[src/rtl/speed_display_if.sv]
// Display-side signal bundle: speed value and enable in, segment/anode drive and busy flag out.
// master = upstream measurement stage, slave = speed_display.
interface speed_display_if;
  logic [9:0] speed;
  logic       dig_show;
  logic [6:0] seg;
  logic [3:0] an;
  logic       conv_busy;

  modport master (output speed, dig_show, input seg, an, conv_busy);
  modport slave  (input speed, dig_show, output seg, an, conv_busy);
endinterface

[src/rtl/speed_display.sv]
// Speed to 4-digit 7-segment display: serial double-dabble conversion committed 12 cycles after a change,
// multiplexed scan with registered seg/an (1 cycle). Optional macro LEADING_ZERO_BLANK_EN blanks leading zeros.
module speed_display #(
  parameter int SCAN_DIV = 50000
) (
  input  logic            clk,
  input  logic            rst_n,
  speed_display_if.slave  bus
);

  localparam int PW = (SCAN_DIV > 1) ? $clog2(SCAN_DIV) : 1;

  typedef enum logic [1:0] {IDLE, SHIFT, COMMIT} state_t;

  state_t        r_state;
  state_t        w_next;
  logic [9:0]    r_last_bin;
  logic [9:0]    r_shift;
  logic [15:0]   r_scratch;
  logic [15:0]   w_adj;
  logic [3:0]    r_cnt;
  logic          r_commit;
  logic [15:0]   r_disp_bcd;
  logic [PW-1:0] r_pre;
  logic [1:0]    r_dig;
  logic [3:0]    w_nib;
  logic          w_blank;
  logic [6:0]    r_seg;
  logic [3:0]    r_an;

  always_ff @(posedge clk or negedge rst_n) begin
    if (!rst_n) r_state <= IDLE;
    else        r_state <= w_next;
  end

  always_comb begin
    w_next = r_state;
    case (r_state)
      IDLE:    if (bus.speed != r_last_bin) w_next = SHIFT;
      SHIFT:   if (r_cnt == 4'd9) w_next = COMMIT;
      COMMIT:  w_next = IDLE;
      default: w_next = IDLE;
    endcase
  end

  // Add-3 correction on every BCD nibble ahead of the left shift.
  always_comb begin
    w_adj = r_scratch;
    for (int k = 0; k < 4; k++) begin
      if (r_scratch[k*4 +: 4] >= 4'd5) w_adj[k*4 +: 4] = r_scratch[k*4 +: 4] + 4'd3;
    end
  end

  always_ff @(posedge clk or negedge rst_n) begin
    if (!rst_n) begin
      r_last_bin <= '0;
      r_shift    <= '0;
      r_scratch  <= '0;
      r_cnt      <= '0;
      r_commit   <= 1'b0;
      r_disp_bcd <= '0;
    end else begin
      r_commit <= (r_state == COMMIT);
      // Scratch is stable until the next IDLE load, so the delayed copy is always whole.
      if (r_commit) r_disp_bcd <= r_scratch;
      if (r_state == IDLE && bus.speed != r_last_bin) begin
        r_last_bin <= bus.speed;
        r_shift    <= bus.speed;
        r_scratch  <= '0;
        r_cnt      <= '0;
      end else if (r_state == SHIFT) begin
        r_scratch <= {w_adj[14:0], r_shift[9]};
        r_shift   <= {r_shift[8:0], 1'b0};
        r_cnt     <= r_cnt + 4'd1;
      end
    end
  end

  assign bus.conv_busy = (r_state != IDLE);

  always_ff @(posedge clk or negedge rst_n) begin
    if (!rst_n) begin
      r_pre <= '0;
      r_dig <= '0;
    end else if (r_pre == PW'(SCAN_DIV - 1)) begin
      r_pre <= '0;
      r_dig <= r_dig + 2'd1;
    end else begin
      r_pre <= r_pre + PW'(1);
    end
  end

  always_comb begin
    case (r_dig)
      2'd0:    w_nib = r_disp_bcd[3:0];
      2'd1:    w_nib = r_disp_bcd[7:4];
      2'd2:    w_nib = r_disp_bcd[11:8];
      default: w_nib = r_disp_bcd[15:12];
    endcase
  end

`ifdef LEADING_ZERO_BLANK_EN
  always_comb begin
    case (r_dig)
      2'd1:    w_blank = (r_disp_bcd[15:4] == 12'd0);
      2'd2:    w_blank = (r_disp_bcd[15:8] == 8'd0);
      2'd3:    w_blank = (r_disp_bcd[15:12] == 4'd0);
      default: w_blank = 1'b0;
    endcase
  end
`else
  assign w_blank = 1'b0;
`endif

  function automatic logic [6:0] f_seg(input logic [3:0] d);
    case (d)
      4'd0:    f_seg = 7'b1000000;
      4'd1:    f_seg = 7'b1111001;
      4'd2:    f_seg = 7'b0100100;
      4'd3:    f_seg = 7'b0110000;
      4'd4:    f_seg = 7'b0011001;
      4'd5:    f_seg = 7'b0010010;
      4'd6:    f_seg = 7'b0000010;
      4'd7:    f_seg = 7'b1111000;
      4'd8:    f_seg = 7'b0000000;
      4'd9:    f_seg = 7'b0010000;
      default: f_seg = 7'b1111111;
    endcase
  endfunction

  always_ff @(posedge clk or negedge rst_n) begin
    if (!rst_n) begin
      r_an  <= 4'hF;
      r_seg <= 7'h7F;
    end else if (!bus.dig_show || w_blank) begin
      r_an  <= 4'hF;
      r_seg <= 7'h7F;
    end else begin
      r_an  <= ~(4'b0001 << r_dig);
      r_seg <= f_seg(w_nib);
    end
  end

  assign bus.an  = r_an;
  assign bus.seg = r_seg;

endmodule
[src/flat_wrapper.sv]
// flat-port wrapper written by rule: the top's interface ports become plain ports
module speed_display_flat 
#(
  parameter int SCAN_DIV = 50000
)
  (clk, rst_n, bus_speed, bus_dig_show, bus_seg, bus_an, bus_conv_busy);
  speed_display_if bus_i ();
  input  logic clk;
  input  logic rst_n;
  input wire logic [$bits(bus_i.speed)-1:0] bus_speed;
  input wire logic [$bits(bus_i.dig_show)-1:0] bus_dig_show;
  output wire logic [$bits(bus_i.seg)-1:0] bus_seg;
  output wire logic [$bits(bus_i.an)-1:0] bus_an;
  output wire logic [$bits(bus_i.conv_busy)-1:0] bus_conv_busy;
  assign bus_i.speed = bus_speed;
  assign bus_i.dig_show = bus_dig_show;
  assign bus_seg = bus_i.seg;
  assign bus_an = bus_i.an;
  assign bus_conv_busy = bus_i.conv_busy;
  speed_display #(.SCAN_DIV(SCAN_DIV)) u_core (.clk(clk), .rst_n(rst_n), .bus(bus_i));
endmodule
[config.mk]
export PLATFORM = sky130hd
export DESIGN_NAME = speed_display_flat
export DESIGN_NICKNAME = d
export VERILOG_FILES = /design/src/rtl/speed_display_if.sv /design/src/rtl/speed_display.sv /design/src/flat_wrapper.sv
export SDC_FILE = /design/constraint.sdc
export NUM_CORES = 1
export LEC_CHECK = 0
export BUFFER_PORTS_ARGS = -buffer_cell sky130_fd_sc_hd__buf_4
export CAP_MARGIN = 30
export CORE_ASPECT_RATIO = 1.5
export CORE_MARGIN = 4
export CORE_UTILIZATION = 39
export CTS_CLUSTER_SIZE = 8
export DETAILED_ROUTE_END_ITERATION = 10
export PLACE_DENSITY = 0.67
export SLEW_MARGIN = 0
export SYNTH_ARGS = -nofsm -noshare
export SYNTH_HDL_FRONTEND = slang
export SYNTH_SLANG_ARGS = --single-unit
export TNS_END_PERCENT = 1
[constraint.sdc]
create_clock -name clk -period 2.14 [get_ports clk]
set_input_delay 0.107 -clock clk [delete_from_list [all_inputs] [get_ports clk]]
set_output_delay 0.107 -clock clk [all_outputs]
set_load 0.02 [all_outputs]
-- Yosys cells after proc, flatten, opt, wreduce, memory -nomap -nowiden
Memories as Yosys holds them, arrays and structs flattened.
Cells that the tools add are included.
- equality and inequality tests: 9
- bitwise gates (word level): 1
- reduce and logical (&&, ||, !) cells: 6
- magnitude comparators: 4
- mux-type cells: 17
- $add $sub $neg: 7
- shift operators: 1
- operators by type and width (kind ; count):
    16-bit 2-to-1 mux ; 3
    4-bit 2-to-1 mux ; 6
    10-bit 2-to-1 mux ; 2
    16-bit by 1-bit adder with 16-bit output (second input constant) ; 1
    16-bit equality test (second input constant) ; 1
    4-bit by 3-bit >= comparator with 1-bit output (second input constant) ; 4
    4-bit by 2-bit adder with 4-bit output (second input constant) ; 3
    4-bit one-hot mux with 3 select lines ; 1
    10-bit != test ; 1
    7-bit 2-to-1 mux ; 1
    4-bit by 1-bit adder with 4-bit output (second input constant) ; 1
    2-bit by 1-bit equality test with 1-bit output (second input constant) ; 2
    2-bit equality test (second input constant) ; 2
    4-bit equality test (second input constant) ; 1
    2-bit logical NOT ; 2
    2-bit 2-to-1 mux ; 2
    4-bit NOT ; 1
    2-bit one-hot mux with 2 select lines ; 1
    2-bit nonzero test ; 2
    1-bit by 2-bit << shifter with 4-bit output (first input constant) ; 1
    3-bit by 2-bit adder with 3-bit output (second input constant) ; 1
    3-bit 2-to-1 mux ; 1
    2-bit by 1-bit adder with 2-bit output (second input constant) ; 1
    2-bit by 1-bit != test with 1-bit output (second input constant) ; 1
    other kinds (3) ; 3
- word-level logic and storage cells: 57
- register bits after elaboration: 88
- memory bits (read-only): 112
- input bits: 13
- memories kept: 1
- output and inout bits: 12
- memory list (name ; depth ; width ; rd ports ; clocked after Yosys merged registers in ; write ports ; RTL line ; source):
    (no name shown) ; 16 ; 7 ; 1 ; 0 ; 0 ; speed_display.sv:116 ; case (d)

-- Depth between registers and ports, before layout
Gate-level depths: netlist of the first run.
- depth in word-level cells: 4
- gate-level depth with buffers: 8
- mapped depth without buffers: 8

-- Worst setup path before layout of the first run
No wires, ideal clock.
- path type: register to register
- from: register u_core.r_dig[0]
- to: register u_core.r_seg[0] (netlist: u_core.bus.seg[0])
- path slack: 184 ps
- path buffers: 0
- stages on the path, launching flop included: 7
- arrival time: 1891 ps
- clock period less this slack: 1956 ps
- path through: dfrtp_1 > inv_1 > ha_1 > a222oi_1 > mux2i_2 > or4b_4 > nand3_1
- word-level cells in the longest chain between the ends: 4
- RTL lines (item ; RTL line ; source):
    start: declaration ; speed_display.sv:25 ; logic [1:0] r_dig;
    start signal: assignment ; speed_display.sv:87 ; r_dig <= r_dig + 2'd1;
    2-bit equality test (tied with other cells) ; speed_display.sv:94 ; case (r_dig)
    4-bit one-hot mux with 3 select lines (*) ; speed_display.sv:94 ;
    memory read 16 x 7 bit (*) ; n/a ;
    7-bit 2-to-1 mux (*) ; speed_display.sv:135 ; end else if (!bus.dig_show || w_blank) begin
    end signal: assignment ; speed_display.sv:140 ; r_seg <= f_seg(w_nib);
    end: declaration ; speed_display.sv:28 ; logic [6:0] r_seg;
Every way passes the cells marked *; elsewhere a longest branch is shown, timed or not.
A chain may end at the register's enable or synchronous reset.

-- Worst setup path after layout of the first run
Ends and elaborated chain as after synthesis.

==> results of run 1 <==
[kinds of logic after synthesis]
group / count (synthesis)
mux: 31
simple gates: 104
buf+inv: 37
fa+ha+maj: 19
flops: 88
xor+xnor: 32
compound gates: 70
[worst paths after layout]
kind                                  start                    to  slack (ns)  cells past startpoint
min                            bus_speed[3]  u_core.r_last_bin[3]        0.02                      2
max reg2reg                 u_core.r_dig[0]     u_core.bus.seg[0]        0.09                      6
max in group asynchronous             rst_n     u_core.r_shift[8]        1.10                      3
min reg2reg                u_core.r_pre[15]      u_core.r_pre[15]        0.48                      1
min in group asynchronous             rst_n       u_core.r_pre[4]        0.32                      2
max                         u_core.r_dig[0]     u_core.bus.seg[0]        0.09                      6
[power by group through the flow]
stage               clock network, W  logic, W  registers, W
floorplan                          0   0.00174       0.00259
global placement                   0   0.00231       0.00264
detailed placement                 0   0.00240       0.00267
CTS                          0.00162   0.00244       0.00264
global route                 0.00167   0.00273       0.00271
finish                       0.00157   0.00242       0.00264
[layer usage]
| layer | share of wire [%] | routed length (um) | track usage (%) |
|---|---|---|---|
| met5 | 0 | 0 | 0 |
| met2 | 53 | 4430 | 25.3 |
| met4 | 2.2 | 183 | 6.75 |
| met1 | 41 | 3460 | 16.1 |
| met3 | 3.5 | 291 | 3.21 |
[cells in the mapped netlist, types with 3 or more instances]
master | count | share of area, %
dfrtp_1 | 77 | 45
nand2_1 | 35 | 3.1
mux2_2 | 25 | 6.6
inv_1 | 23 | 2.0
xnor2_1 | 23 | 4.7
ha_1 | 19 | 5.5
o21ai_0 | 17 | 2.0
nor2_1 | 14 | 1.2
nand2b_1 | 12 | 1.7
dfstp_2 | 11 | 6.7
o22ai_1 | 11 | 1.6
clkbuf_1 | 9 | 0.79
xor2_1 | 9 | 1.8
nand3_1 | 8 | 0.93
and4_1 | 7 | 1.4
a21oi_1 | 6 | 0.70
o221a_2 | 6 | 1.6
and3_1 | 5 | 0.73
mux2i_1 | 5 | 1.2
nand4_1 | 5 | 0.73
a222oi_1 | 4 | 0.93
a211oi_1 | 3 | 0.52
a32o_1 | 3 | 0.70
and2_1 | 3 | 0.44
buf_2 | 3 | 0.35
nor2b_1 | 3 | 0.44
nor3_1 | 3 | 0.35
o21ai_1 | 3 | 0.35
o32ai_1 | 3 | 0.61
[registers in the layout, summed over array words and instances (netlist names)]
register / count
u_core.r_disp_bcd: 16
u_core.r_shift: 10
u_core.r_commit: 1
u_core.r_last_bin: 10
u_core.r_scratch: 16
u_core.r_cnt: 4
u_core.bus.seg: 7
u_core.r_pre: 16
u_core.r_dig: 2
u_core.r_state: 2
u_core.bus.an: 4
[critical path: cells and delay by family (launching register included)]
kind            cells  cell delay [ns]
compound gates      1             0.39
fa+ha+maj           1             0.23
buf+inv             1             0.11
flops               1             0.40
mux                 1             0.17
simple gates        2             0.68
[per-stage QoR]
stage	setup WS, ns	utilization, %	TNS [ns]	power, W
2_1_floorplan	0.184	-	0	0.00434
3_3_place_gp	0.123	44.4	0	0.00496
3_5_place_dp	0.00124	44.4	0	0.00507
4_1_cts	0.0150	47.5	0	0.00670
5_1_grt	-0.000427	47.6	-0.000741	0.00711
6_report	0.0924	47.6	0	0.00663
[repair_timing]
item                                   in CTS  in global routing
hold buffers                                2                  0
setup buffers                               2                  0
setup endpoints to repair                   2                  7
pin swaps                                   1                  1
endpoints found under the hold margin      41                  0
gates resized for setup                     0                  3
[cell type report]
class / count / share of cell area [%]
clock buffers: 11 / 4.79
well taps: 144 / 3.56
inverters: 23 / 1.70
flip-flops and latches: 88 / 43.8
clock inverters: 5 / 1.11
repair buffers: 44 / 6.87
multi-input cells: 256 / 38.2
==> impl.org, run 1 <==
** Status
- The flow ran to the end, and the final reports show no timing, DRC or antenna violations.

** Floorplanning
- Std-Cell Rows :: 46
- Horiz. Die Dim :: 93.7 um
- The die covers 12800 um2.
- Core Footprint :: 10600 um2
- In this run the vertical extent of the chip is 136 um.
- Top Ports :: 25
- The initial utilization of the core area, before any placement, comes to 40.3%.

** Clocking
- Root Buffer :: clkbuf_16
- Clock slew at reported path FFs :: 0.06 ns
- Number of buffers on the longest clock path :: 2
- Sink Count :: 88
- The H-tree was split into 3 levels.
- Clock tree synthesis inserted a total of 9 buffers.
- The clock reaches the later pin of the worst-skew pair after 0.34 ns.
- Clock tree from TritonCTS :: built

** Logic synthesis
- Dominant combinational cell family by area after synthesis :: simple AND/OR/NAND/NOR gates
- Synthesis inferred 88 register bits.
- Number of enable-type register cells in the synthesized netlist :: 0
- Summing the areas of all fa, ha and maj instances in the mapped netlist gives 5.54% of the synthesized area.
- Compound-Gate Fraction of Synth Area :: 11.8%
- For this run, asynchronously set or reset flops after synthesis account for 100%.
- Number of instances in the synthesized netlist :: 381
- Yosys printed 0 warnings.
- Synthesized netlist net count :: 413
- Mux contribution to synthesized area :: 8.05%
- Of the total synthesized cell area, the portion taken by XOR and XNOR cells is 6.53%.
- The synthesized netlist occupies a cell area of 4290 um2.
- The average instance in the mapped netlist occupies 11.3 um2.
- After synthesis, flip-flops and latches occupy 51.6% of the total area.
- The netlist uses 50 different library cells.
- In the synthesized netlist the dominant register cell turns out to be dfrtp_1.
- Simple-gate area share of the yosys netlist :: 13.1%

** Timing
- Dividing the final minimum period by the clock period gives 95.7%.
- Unrepaired setup endpoints after global routing :: true
- Final setup vio count :: 0
- For this run, the top clock speed supported by timing is 488 MHz.
- The worst path in the final design needs a cycle of 2.05 ns, including I/O delays and setup.
- The max-slew violation count was 0.
- Between clock sinks in the finished design, the worst skew comes to 0.00638 ns.
- For the pin with the worst max-slew slack, the measured transition is 0.644 ns.
- Max transition margin :: 57.1%
- Fin. Hold Viols :: 0
- On the final layout, the worst hold slack is 0.0219 ns.

** Worst setup path
- STA classifies the critical path startpoint as a flip-flop.
- Maximum fanout along the worst path :: 5
- Setup CP Type :: reg2reg
- Arrival time at the worst endpoint :: 2.32 ns
- STA puts the critical path data required time at 2.41 ns.
- Ordered list of cells on the worst path :: inv_1 > ha_2 > a222oi_1 > mux2i_2 > or4b_4 > nand3_1
- The largest single stage delay on the critical path is 0.58 ns.
- STA classifies the critical path endpoint as a flip-flop.
- Cell at the slowest stage of the critical path :: or4b_4

** Detailed routing
- In the routed layout, each cell is associated on average with a via count of 5.19.
- For this run, design rule violations remaining after detail routing come to 0.
- Wires add up to 8360 um.
- Antenna-violating nets left :: 0
- For this block, the via count after detailed routing is 2963.
- After detailed routing, the average wire length per cell comes to 14.6 um.
- Violation count after the first detailed-route iteration :: 112
- Detailed-routing iteration count for the pre-antenna-repair pass :: 4

** Pwr
- Combinational cell fraction of total power :: 36.5%
- Power density over the cells :: 1310 nW/um2
- Largest voltage drop on the vdd net :: 0.721 mV
- Sequential cells burn 39.8% of the power.
- Of the total power, the share spent switching nets is 33.8%.
- The clock network accounts for 23.7% of the total power.
- Cell internal power was estimated by the tool at 0.00439 W.
- For this design the static power due to leakage is 2.22 nW.
- Summed over all nets, the switching power comes to 0.00224 W.

** Layout
- Non-Filler Instances :: 571
- Commonest non-fill, non-tap cells in the layout :: dfrtp_1 (77), buf_4 (41), nand2_1 (35), mux2_2 (25)
- The final layout contains 454 nets.
- The area growth from synthesis to layout is 18.0%.
- Ratio of cells with drive above 1 in the final layout :: 24.4%
- Most common library cell in the layout ignoring fill and taps :: dfrtp_1
- Reg area :: 2220 um2
- Fill cell total of the finished layout :: 1002
- The repair_antennas step left the layout with diodes totalling 0.
- Summing all multi-input logic gate instances after layout gives 1930 um2.
- The finished cells cover 5060 um2.

** Place
- Summing all placed instances gives a cell area of 4720 um2.
- Buffers placed on the I/O ports in this run total 24.
- The wire-length estimate of the detail-placed layout is 5970 um.
- GP Congestion :: 0.833
- Cells after DPL :: 551

** Global routing
- Global-route wire length before repair :: 14400 um
- Overall Global Routing Usage :: 14.3%
- The number of global-route vias before repair was 3053.
- Global route total overflow :: 0
- Entering global routing, the biggest net connects 48 pins.
- The initial antenna violation count was 0.

** Run
- Max-cap violations in this run came to 0.

** Min path
- The tightest min-delay check is of the in2reg type.
(Power assumes the default switching activity.)
==> run 2, diff against run 1 <==
- CORE_ASPECT_RATIO: 1.5 -> 0.75
- PLACE_DENSITY: 0.67 -> 0.69
- clock period: 2.14 -> 1.8 ns (I/O delays scaled with it)
==> run 2 against run 1 <==
  * First-iteration DRC count rose to 3.1 times the previous value
  * Via count rose by 4.0%
  * Die area fell by 0.13%
  * Critical endpoint is now u_core.bus.seg[3]
  * Worst setup slack got worse by 0.30 ns
  * Non-clock buffer count rose by 21
  * Worst hold slack got worse by 0.0077 ns
  * Clock power rose by 39%
  * Power rose by 27%
  * Sequential power rose by 19%
  * The run now ends with negative setup slack left
==> impl.org, run 2 (synthesized netlist as in run 1, its figures left out) <==
** Floorplanning
- The total I/O pin count is 25 (unchanged).
- Horiz. Die Dim :: 129 um (+38%)
- The initial cell density of the core came to 40.8% (+0.45 points).
- Core Footprint :: 10500 um2 (-1.1%)
- The die footprint came to 12800 um2 (-0.13%).
- Die height :: 98.8 um (-28%)
- Std-Cell Rows :: 32 (-30%)

** Worst setup path
- The worst setup path is captured at a flip-flop.
- Arrival time at the worst endpoint :: 2.29 ns (-0.03 ns)
- R2r startpoint :: u_core.r_dig[0]
- The maximum net fanout on the critical path was 5 (unchanged).
- The minimum setup slack among reg-to-reg paths came to -0.21 ns (-0.30 ns).
- Start point of the critical path :: u_core.r_dig[0]
- Setup CP Type :: reg2reg
- STA classifies the critical path startpoint as a flip-flop.
- The required time reported for the critical path endpoint came to 2.08 ns (-0.33 ns).

** Clocking
- The number of sinks handled by clock tree synthesis came to 88 (unchanged).
- Clock tree synthesis selected as its root buffer the cell clkbuf_16.
- Clock slew at reported path FFs :: 0.06 ns (about the same)
- The number of CTS-inserted buffers is 9 (unchanged).
- Total number of H-tree levels :: 3 (unchanged)
- Number of buffers on the longest clock path :: 2 (unchanged)
- The later-pin clock latency in the skew report is 0.34 ns (about the same).
- TritonCTS built the clock tree.

** Min path
- In this run the most critical hold path is launched from bus_speed[9].
- Hold Path Class :: in2reg

** Place
- Area after detailed placement :: 4870 um2 (+3.2%)
- GP Congestion :: 0.810 (-2.8%)
- The number of buffer cells added on primary ports is 24 (unchanged).
- Post-DP HPWL :: 5870 um (-1.7%)

** Pwr
- Power density over the cells :: 1560 nW/um2 (+19%)
- Largest voltage drop on the vdd net :: 0.654 mV (-9.3%)
- The cell leakage power came to 2.39 nW (+7.7%).

** Layout
- Post-layout net count :: 475 (+4.6%)
- Ratio of cells with drive above 1 in the final layout :: 31.5% (+7.1 points)
- Post-layout util :: 51.1% (+3.5 points)
- Commonest non-fill, non-tap cells in the layout :: dfrtp_1 (75), buf_4 (62), nand2_1 (35), mux2_2 (25)
- The design area is 5380 um2 (+6.2%).
- Most common library cell in the layout ignoring fill and taps :: dfrtp_1
- Syn-to-layout area delta :: 25.3%
- Antenna Cells :: 0 (unchanged)
- The largest registers in the layout are u_core.r_disp_bcd (16), u_core.r_pre (16), u_core.r_scratch (16).

** Status
- The final reports fail on negative setup slack.
- Result of the run :: finished with violations

** Global routing
- Maximum number of pins on one net before global-route repair :: 45 (-6.3%)
- Number of global-route vias before repair :: 3198 (+4.7%)
- The final global-route overflow total is 0 (unchanged).
- Global-route wire length before repair :: 15600 um (+8.5%)
- The overall routing resource usage is 14.8% (+0.51 points).
- The initial antenna violation count was 0 (unchanged).

** Timing
- The highest clock rate was 499 MHz (+2.1%).
- Unrepaired setup endpoints after global routing :: true
- The max-slew headroom at the worst pin came to 64.3% (+7.2 points).
- Fin. Hold Viols :: 0 (unchanged)
- The share of the clock period used by the worst path after layout was 111% (+16 points).
- Final worst clock skew :: 0.00725 ns (+0.000866 ns)
- The worst hold-check slack came to 0.0142 ns (-0.00767 ns).
- The final critical-path required period came to 2.01 ns (-0.0420 ns).
- Final setup vio count :: 7 (+7)
- The final worst-path setup slack is -0.206 ns (-0.298 ns).
- The transition time at the pin with the least slew margin is 0.535 ns (-0.109 ns).
- The max-slew violation count was 0 (unchanged).
- Setup total negative slack :: -1.03 ns (-1.03 ns)

** Detailed routing
- The number of remaining DRC errors came to 0 (unchanged).
- Antenna-violating nets left :: 0 (unchanged)
- Total via count in the routed design :: 3082 (+4.0%)
- The routed length per instance came to 15.0 um (+2.4%).
- The first-pass iteration count of the detailed router was 4 (unchanged).
- The total wire length was 8760 um (+4.8%).
- Vias per std cell :: 5.28 (+1.7%)
- The initial detailed-routing violation count was 344 (+210%).

** Run
- Max-cap violations :: 0 (unchanged)
[run 2: cell count changes in the layout (fill, tap and decap cells not counted), sizes merged]
cell and change:
inv +1, clkinv -2, clkbuf -1, buf +21, bufinv +2
[run 2: final cells by class]
class / instances / area (um2)
fill: 892 / 5150
tap: 136 / 170
inverter: 23 / 91.3
clock buffer: 10 / 239
timing repair buffer: 65 / 505
clock inverter: 6 / 115
sequential: 88 / 2220
multi-input combinational: 256 / 2040
[run 2: metal layers]
| layer | part of all wire, % | GRT usage, % | vias up |
|---|---|---|---|
| li1 | - | - | 1483 |
| met1 | 49 | 20.8 | 1556 |
| met2 | 47 | 23.1 | 34 |
| met3 | 2.8 | 3.20 | 9 |
| met4 | 1.2 | 4.20 | 0 |
| met5 | 0 | 0 | - |
[run 2: path summary, 6_finish.rpt]
check                                        to  cells past startpoint
min reg2reg                    u_core.r_pre[12]                      1
max in group asynchronous     u_core.bus.seg[0]                      3
max                           u_core.bus.seg[3]                      7
max reg2reg                   u_core.bus.seg[3]                      7
min in group asynchronous  u_core.r_last_bin[9]                      2
min                        u_core.r_last_bin[9]                      2
[run 2: timing repair]
| action | CTS | global route |
|---|---|---|
| hold buffers | 2 | 0 |
| hold endpoints to repair | 32 | 0 |
| gates resized for setup | 19 | 5 |
| pin swaps | 6 | 4 |
| setup endpoints to repair | 7 | 26 |
| buffers inserted | 4 | 0 |
[run 2: stage by stage]
| stage | cells | power [W] | worst slack, ns |
|---|---|---|---|
| 6_report | 584 | 0.00840 | -0.206 |
| 5_1_grt | 584 | 0.00897 | -0.276 |
| 4_1_cts | 584 | 0.00841 | -0.145 |
| 3_5_place_dp | 562 | 0.00609 | -0.220 |
| 3_3_place_gp | 562 | 0.00597 | -0.135 |
| 2_1_floorplan | 381 | 0.00517 | -0.120 |
[run 2: critical path: stages, from the launching register on]
cell      delay, ns
dfrtp_2        0.44
inv_4          0.07
ha_4           0.18
a222oi_1       0.39
buf_4          0.19
mux2i_4        0.08
or4b_4         0.52
nand3_2        0.07
[run 2: report_power, final]
group | total, W | switching (W) | internal [W]
Combinational | 0.00308 | 0.00152 | 0.00156
Sequential | 0.00314 | 0.000491 | 0.00265
Clock | 0.00218 | 0.000778 | 0.00140
Total | 0.00840 | 0.00279 | 0.00562
